<file path="src/rtl/reg_dump_reader_if.sv">
// Output stream of the register dump engine: one {index, value} word per
// valid/ready handshake, with a flag marking the final word of the range.
interface reg_dump_reader_if #(
    parameter int ADDR_W = 5,
    parameter int DATA_W = 32
);
    logic              out_valid;
    logic              out_ready;
    logic [ADDR_W-1:0] out_index;
    logic [DATA_W-1:0] out_data;
    logic              out_last;

    // Producer side: the dump engine presents words and watches ready.
    modport master (
        output out_valid,
        output out_index,
        output out_data,
        output out_last,
        input  out_ready
    );

    // Consumer side: the debug host or bench accepts words.
    modport slave (
        input  out_valid,
        input  out_index,
        input  out_data,
        input  out_last,
        output out_ready
    );
endinterface

</file>
<file path="src/rtl/reg_dump_reader.sv">
// Debug read-out engine: walks a wrapping register range over one
// register-file read port and streams each {index, value} pair out on a
// valid/ready handshake, pulsing done after the final word is accepted.
module reg_dump_reader #(
    parameter int NUM_REGS = 32,
    parameter int ADDR_W   = 5,
    parameter int DATA_W   = 32
) (
    input  logic              clk,
    input  logic              rst_n,
    input  logic              start,
    input  logic [ADDR_W-1:0] start_addr,
    input  logic [ADDR_W-1:0] end_addr,
    output logic [ADDR_W-1:0] rf_addr,
    input  logic [DATA_W-1:0] rf_data,
    reg_dump_reader_if.master dump,
    output logic              busy,
    output logic              done
);

    typedef enum logic [1:0] {
        IDLE = 2'd0,
        READ = 2'd1,
        HOLD = 2'd2
    } state_t;

    state_t            state_r;
    state_t            next_state_s;
    logic              accept_s;
    logic              capture_s;
    logic              advance_s;
    logic              finish_s;
    logic [ADDR_W-1:0] cur_r;
    logic [ADDR_W-1:0] last_r;
    logic [ADDR_W-1:0] cur_inc_s;
    logic              busy_r;
    logic              done_r;

    // cur_r is parked at 0 whenever the engine is idle, so it can drive the
    // read port directly and the port address stays a registered value.
    assign rf_addr   = cur_r;
    assign busy      = busy_r;
    assign done      = done_r;
    assign cur_inc_s = (cur_r == ADDR_W'(NUM_REGS - 1)) ? {ADDR_W{1'b0}}
                                                        : cur_r + ADDR_W'(1);

    // FSM state register.
    always_ff @(posedge clk) begin
        if (!rst_n) begin
            state_r <= IDLE;
        end else begin
            state_r <= next_state_s;
        end
    end

    // Next-state decode and one-cycle control strobes for the datapath.
    always_comb begin
        next_state_s = state_r;
        accept_s     = 1'b0;
        capture_s    = 1'b0;
        advance_s    = 1'b0;
        finish_s     = 1'b0;
        case (state_r)
            IDLE: begin
                // A start coinciding with the done pulse is dropped so a
                // host holding start high cannot chain dumps back to back.
                if (start && !done_r) begin
                    accept_s     = 1'b1;
                    next_state_s = READ;
                end else begin
                    next_state_s = IDLE;
                end
            end
            READ: begin
                capture_s    = 1'b1;
                next_state_s = HOLD;
            end
            HOLD: begin
                if (dump.out_valid && dump.out_ready) begin
                    if (dump.out_last) begin
                        finish_s     = 1'b1;
                        next_state_s = IDLE;
                    end else begin
                        advance_s    = 1'b1;
                        next_state_s = READ;
                    end
                end else begin
                    next_state_s = HOLD;
                end
            end
            default: begin
                next_state_s = IDLE;
            end
        endcase
    end

    // Range pointers, captured output word and status flags.
    always_ff @(posedge clk) begin
        if (!rst_n) begin
            cur_r          <= {ADDR_W{1'b0}};
            last_r         <= {ADDR_W{1'b0}};
            dump.out_valid <= 1'b0;
            dump.out_index <= {ADDR_W{1'b0}};
            dump.out_data  <= {DATA_W{1'b0}};
            dump.out_last  <= 1'b0;
            busy_r         <= 1'b0;
            done_r         <= 1'b0;
        end else begin
            done_r <= finish_s;
            if (accept_s) begin
                cur_r  <= start_addr;
                last_r <= end_addr;
                busy_r <= 1'b1;
            end
            // The value is sampled once here and then frozen in HOLD, so
            // later register-file writes never disturb a presented word.
            if (capture_s) begin
                dump.out_data  <= rf_data;
                dump.out_index <= cur_r;
                dump.out_last  <= (cur_r == last_r);
                dump.out_valid <= 1'b1;
            end
            if (advance_s) begin
                dump.out_valid <= 1'b0;
                cur_r          <= cur_inc_s;
            end
            if (finish_s) begin
                dump.out_valid <= 1'b0;
                cur_r          <= {ADDR_W{1'b0}};
                busy_r         <= 1'b0;
            end
        end
    end

endmodule
</file>
<file path="src/flat_wrapper.sv">
// flat-port wrapper written by rule: the top's interface ports become plain ports
module reg_dump_reader_flat 
#(
    parameter int NUM_REGS = 32,
    parameter int ADDR_W   = 5,
    parameter int DATA_W   = 32
)
  (clk, rst_n, start, start_addr, end_addr, rf_addr, rf_data, busy, done, dump_out_valid, dump_out_index, dump_out_data, dump_out_last, dump_out_ready);
  reg_dump_reader_if #(.ADDR_W(ADDR_W), .DATA_W(DATA_W)) dump_i ();
  input  logic clk;
  input  logic rst_n;
  input  logic start;
  input  logic [ADDR_W-1:0] start_addr;
  input  logic [ADDR_W-1:0] end_addr;
  output logic [ADDR_W-1:0] rf_addr;
  input  logic [DATA_W-1:0] rf_data;
  output logic busy;
  output logic done;
  output wire logic [$bits(dump_i.out_valid)-1:0] dump_out_valid;
  output wire logic [$bits(dump_i.out_index)-1:0] dump_out_index;
  output wire logic [$bits(dump_i.out_data)-1:0] dump_out_data;
  output wire logic [$bits(dump_i.out_last)-1:0] dump_out_last;
  input wire logic [$bits(dump_i.out_ready)-1:0] dump_out_ready;
  assign dump_out_valid = dump_i.out_valid;
  assign dump_out_index = dump_i.out_index;
  assign dump_out_data = dump_i.out_data;
  assign dump_out_last = dump_i.out_last;
  assign dump_i.out_ready = dump_out_ready;
  reg_dump_reader #(.NUM_REGS(NUM_REGS), .ADDR_W(ADDR_W), .DATA_W(DATA_W)) u_core (.clk(clk), .rst_n(rst_n), .start(start), .start_addr(start_addr), .end_addr(end_addr), .rf_addr(rf_addr), .rf_data(rf_data), .dump(dump_i), .busy(busy), .done(done));
endmodule
</file>
<file path="config.mk">
export PLATFORM = sky130hd
export DESIGN_NAME = reg_dump_reader_flat
export DESIGN_NICKNAME = d
export VERILOG_FILES = /design/src/rtl/reg_dump_reader_if.sv /design/src/rtl/reg_dump_reader.sv /design/src/flat_wrapper.sv
export SDC_FILE = /design/constraint.sdc
export NUM_CORES = 1
export LEC_CHECK = 0
export CORE_MARGIN = 2
export CORE_UTILIZATION = 25
export CTS_BUF_LIST = sky130_fd_sc_hd__clkbuf_8
export DETAILED_ROUTE_END_ITERATION = 12
export PLACE_DENSITY = 0.6
export SYNTH_ARGS = -nofsm -noshare
export SYNTH_HDL_FRONTEND = slang
export SYNTH_SLANG_ARGS = --single-unit
</file>
<file path="constraint.sdc">
create_clock -name clk -period 2.3 [get_ports clk]
set_clock_uncertainty 0.15 [all_clocks]
set_input_delay 0.23 -clock clk [delete_from_list [all_inputs] [get_ports clk]]
set_output_delay 0.23 -clock clk [all_outputs]
set_load 0.02 [all_outputs]
</file>
## Word level (Yosys, flattened, before mapping)

Index checks and enable logic that the tools add are counted.

- Bits in registers: 53
- Input port bits: 46
- Output and inout bits: 46
- Word-level logic and storage cells: 38

- $add $sub $neg: 1
- Equality and inequality tests: 4
- Mux-type cells: 16
- Bitwise operators: 1
- Reductions and logical operators: 7

Operators by type and width:

| kind | number |
|---|---|
| $mux 5 | 3 |
| $mux 1 | 11 |
| $pmux 2 s3 | 1 |
| $add 5x1->5 const B | 1 |
| $eq 5x5->1 | 1 |
| $eq 5x5->1 const B | 1 |
| $reduce_or 3->1 | 1 |
| $eq 2x1->1 const B | 1 |
| $eq 2x2->1 const B | 1 |
| $logic_and 1x1->1 | 2 |
| $logic_not 2->1 | 1 |
| $mux 2 | 1 |
| $reduce_bool 2->1 | 1 |
| $reduce_or 2->1 | 1 |
| $logic_not 1->1 | 1 |
| $not 1->1 | 1 |

## Logic depth before layout (Yosys ltp)

- Word-level depth: 6
- Mapped depth: 6
- Depth with buffers taken out: 6

## Least setup slack after synthesis

OpenSTA, ideal clock, no wires.

- Kind: reg-to-reg
- Start: reg u_core.cur_r[0] (netlist: u_core.rf_addr[0])
- End: reg u_core.cur_r[2] (netlist: u_core.rf_addr[2])
- Setup time: 0.075 ns
- Arrival: 1.744 ns
- Required time: 2.075 ns
- Slack: 0.331 ns
- Cell stages (with the launch flop): 7
- Path buffers: 0
- Clock period less this slack: 1.969 ns
- Path through: dfxtp_1 ha_1 and3_1 ha_1 or3_4 o31a_1 o22ai_1

- Longest elaborated chain between the ends: 3
- Elaborated cells between the ends (all ways): 4
- Classes of those cells: 1 x add/sub; 1 x eq/ne; 2 x mux

Ends and longest elaborated chain:

| element | line | text |
|---|---|---|
| start: declaration | reg_dump_reader.sv:33 | `logic [ADDR_W-1:0] cur_r;` |
| start signal: assignment | reg_dump_reader.sv:100 | `cur_r <= {ADDR_W{1'b0}};` |
| start signal: assignment | reg_dump_reader.sv:111 | `cur_r <= start_addr;` |
| start signal: assignment | reg_dump_reader.sv:125 | `cur_r <= cur_inc_s;` |
| $add 5x1->5 or $eq 5x5->1 (tied branches) | reg_dump_reader.sv:45, reg_dump_reader.sv:44 |  |
| $mux 5 * | reg_dump_reader.sv:44 | `assign cur_inc_s = (cur_r == ADDR_W'(NUM_REGS - 1)) ? {ADDR_W{1'b0}}` |
| $mux 5 * | reg_dump_reader.sv:123 | `if (advance_s) begin` |

Mark *: on every way between the ends. The rest lies on a longest branch, timed or not.
A chain may end at the register's enable or synchronous reset.

## Worst setup path after layout

Ends and elaborated chain as after synthesis.

==> metrics.txt <==
Routed Antenna Nets=0; CTS tree=built; hold wc startpoint=u_core.dump.out_data[19]$_SDFFE_PN0N_; Starting DRT DRC Count=35; Max clock buf depth=2; PD cells=610 nW/um^2; Switch Pwr=0.526 mW; WP data required=2380 ps; post-synthesis cell type count=35; Overflow after GRT=0; status=complete, no violations; top post-synthesis cells by area=dfxtp_1 (52%), nand2_1 (16%), a21oi_1 (11%); Reg area=1060 sq um; unrepaired setup endpoints after global routing=false; multi-input logic area=913 sq um; # port buffers=91; Die Y-Extent=94.4 microns; final hold vios=0; Max Fclk=527 MHz; vias in the first global route=1,847; Data arrival, critical path=1980 ps; pin count of the biggest net entering global routing=26; Seq/Total Area, Yosys=51.9%; final WL=5550 microns; Gate Count Post-Synth=246; Core ar.=7810 sq um; CTS buffer count=5; clk slew on worst S/H paths=100 ps; Starting Density=26.2%; count leader, synth=nand2_1; Worst Hold Depth=2; worst-path fanout max=4; clock latency on the worst-skew pair=300 ps; Total Power=1.95 mW; Main synth FF type=dfxtp_1; EDFF count, synth=0; Setup Buffers After CTS=0; Max-slew headroom=68.3%; Post-CTS Hold Fix Bufs=0; final instance area=3190 sq um; switching share of total power=27.0%; Wirelength per Cell=12.6 microns; #FFs+latches synth=53; Clock Power Share=27.0%; Reg2Reg Depth=6; Synth top area share=51.9%; Cell Count, Final, Fillers Out=441; Slew Viols, Final=0; final hold slack=307 ps; Comb power frac=21.0%; Ports=92; Async SR Flop Fraction=0%; first-pass GRT wire length=8780 microns; endpoint class of the critical path=flop; syn_area_per_cell=8.31 sq um; antenna violations before repair=0; H-tree Lvls=2; VDD IR max=0.000252 V; placed cells=434; CP Class=flop to flop; chip width=94.4 microns; via count=1,955; Cell Int Power=1.42 mW; full die area=8920 sq um; final setup fails=0; min Tclk post-route=1900 ps; Post-route DRC=0; worst slew pin tran=473 ps; Overall Global Routing Usage=12.3%; Vias per Instance=4.43; Mapped Nets=294; Fillers=815; Cell Area, Placed=3100 sq um; CTS resizes=0; reg2reg start=u_core.rf_addr[0]$_SDFFE_PP0P_; hpwl dp=3950 microns; Final Cycle Share=82.5%; Crit. Startpoint=u_core.rf_addr[0]$_SDFFE_PP0P_; # nets final=387; share of cells above drive strength 1=6.19%; Sink Count=53; # rows=32; Area Growth Syn to Fin=56.1%; RD Place Congestion=0.801; Seq pwr share=52.0%; MaxCap Viol Count=0; CTS Root Cell=clkbuf_8; top cells by count, synth=nand2_1 (86), dfxtp_1 (53), a21oi_1 (45); Setup crit start kind=flop; Antenna diodes=0; setup TNS=0 ps; Post-Syn Area=2040 sq um; Synth warnings=0; post-synth top area cell=dfxtp_1; DRT Pass-1 Iters=4; Hold Crit Class=flop to flop; Leakage=1.18 nW
[final timing paths]
| check | end | slack, ps |
|---|---|---|
| worst min-delay path | u_core.dump.out_data[19]$_SDFFE_PN0N_ | 310 |
| worst min register to register | u_core.dump.out_data[19]$_SDFFE_PN0N_ | 310 |
| worst max register to register | u_core.rf_addr[2]$_SDFFE_PP0P_ | 400 |
| worst max-delay path | u_core.rf_addr[2]$_SDFFE_PP0P_ | 400 |
[critical path, stage by stage, from the launching register on]
cell and delay (ps):
dfxtp_1 330, ha_1 220, and3_1 190, ha_1 190, or3_4 380, o31a_1 240, o22ai_1 130
[flip-flops by register name, indices dropped and copies added, names as in the netlist]
signal	flops
u_core.dump.out_valid	1
u_core.done	1
u_core.dump.out_index	5
u_core.last_r	5
u_core.dump.out_data	32
u_core.dump.out_last	1
u_core.state_r	2
u_core.rf_addr	5
u_core.busy	1
[metrics by stage]
stage | utilization (%) | setup slack, ps
2_1_floorplan | - | 331
3_3_place_gp | 39.8 | 264
3_5_place_dp | 39.8 | 241
4_1_cts | 40.9 | 390
5_1_grt | 40.9 | 293
6_report | 40.9 | 402
[power groups by stage]
stage | sequential (mW) | combinational, mW | clock (mW)
after floorplan | 1.08 | 0.141 | 0
after global placement | 1.03 | 0.412 | 0
after detailed placement | 1.03 | 0.413 | 0
after CTS | 1.01 | 0.416 | 0.554
after global routing | 1.02 | 0.447 | 0.594
final | 1.01 | 0.409 | 0.525
[cell families (layout without fill, tap and decap cells)]
family / Yosys count / in the layout / synth area share, %
simple gates: 105 / 105 / 23.0
compound gates: 59 / 59 / 16.2
flops: 53 / 53 / 51.9
buf+inv: 18 / 111 / 3.55
xor+xnor: 6 / 6 / 2.57
mux: 3 / 3 / 1.53
fa+ha+maj: 2 / 2 / 1.22
[layout by cell type, fill, tap and decap left out, types with 2 or more instances in the layout]
master           instances
o21a_1                   2
o22ai_1                  2
xor2_1                   4
buf_4                    7
xnor2_1                  2
a211oi_1                 2
dfxtp_1                 53
nand2_1                 86
ha_1                     2
nand2b_1                 3
mux2i_1                  2
nor3_1                   2
clkdlybuf4s50_1         91
clkbuf_8                 6
a21oi_1                 45
nor2_1                   5
inv_1                    5
[layout make-up]
| cell class | count | area share (%) |
|---|---|---|
| tap | 102 | 4.00 |
| timing repair buffer | 99 | 30.8 |
| sequential | 53 | 33.3 |
| clock inverter | 1 | 0.118 |
| clock buffer | 6 | 2.59 |
| multi-input combinational | 175 | 28.6 |
| inverter | 5 | 0.588 |
[layer usage]
layer | global-route usage, % | wire, microns | share of wire, %
met1 | 16.1 | 2700 | 49
met4 | 2.17 | 13 | 0.23
met5 | 0 | 0 | 0
met2 | 20.2 | 2420 | 44
met3 | 4.07 | 414 | 7.5
No activity file was read; power rests on OpenSTA's default activity.
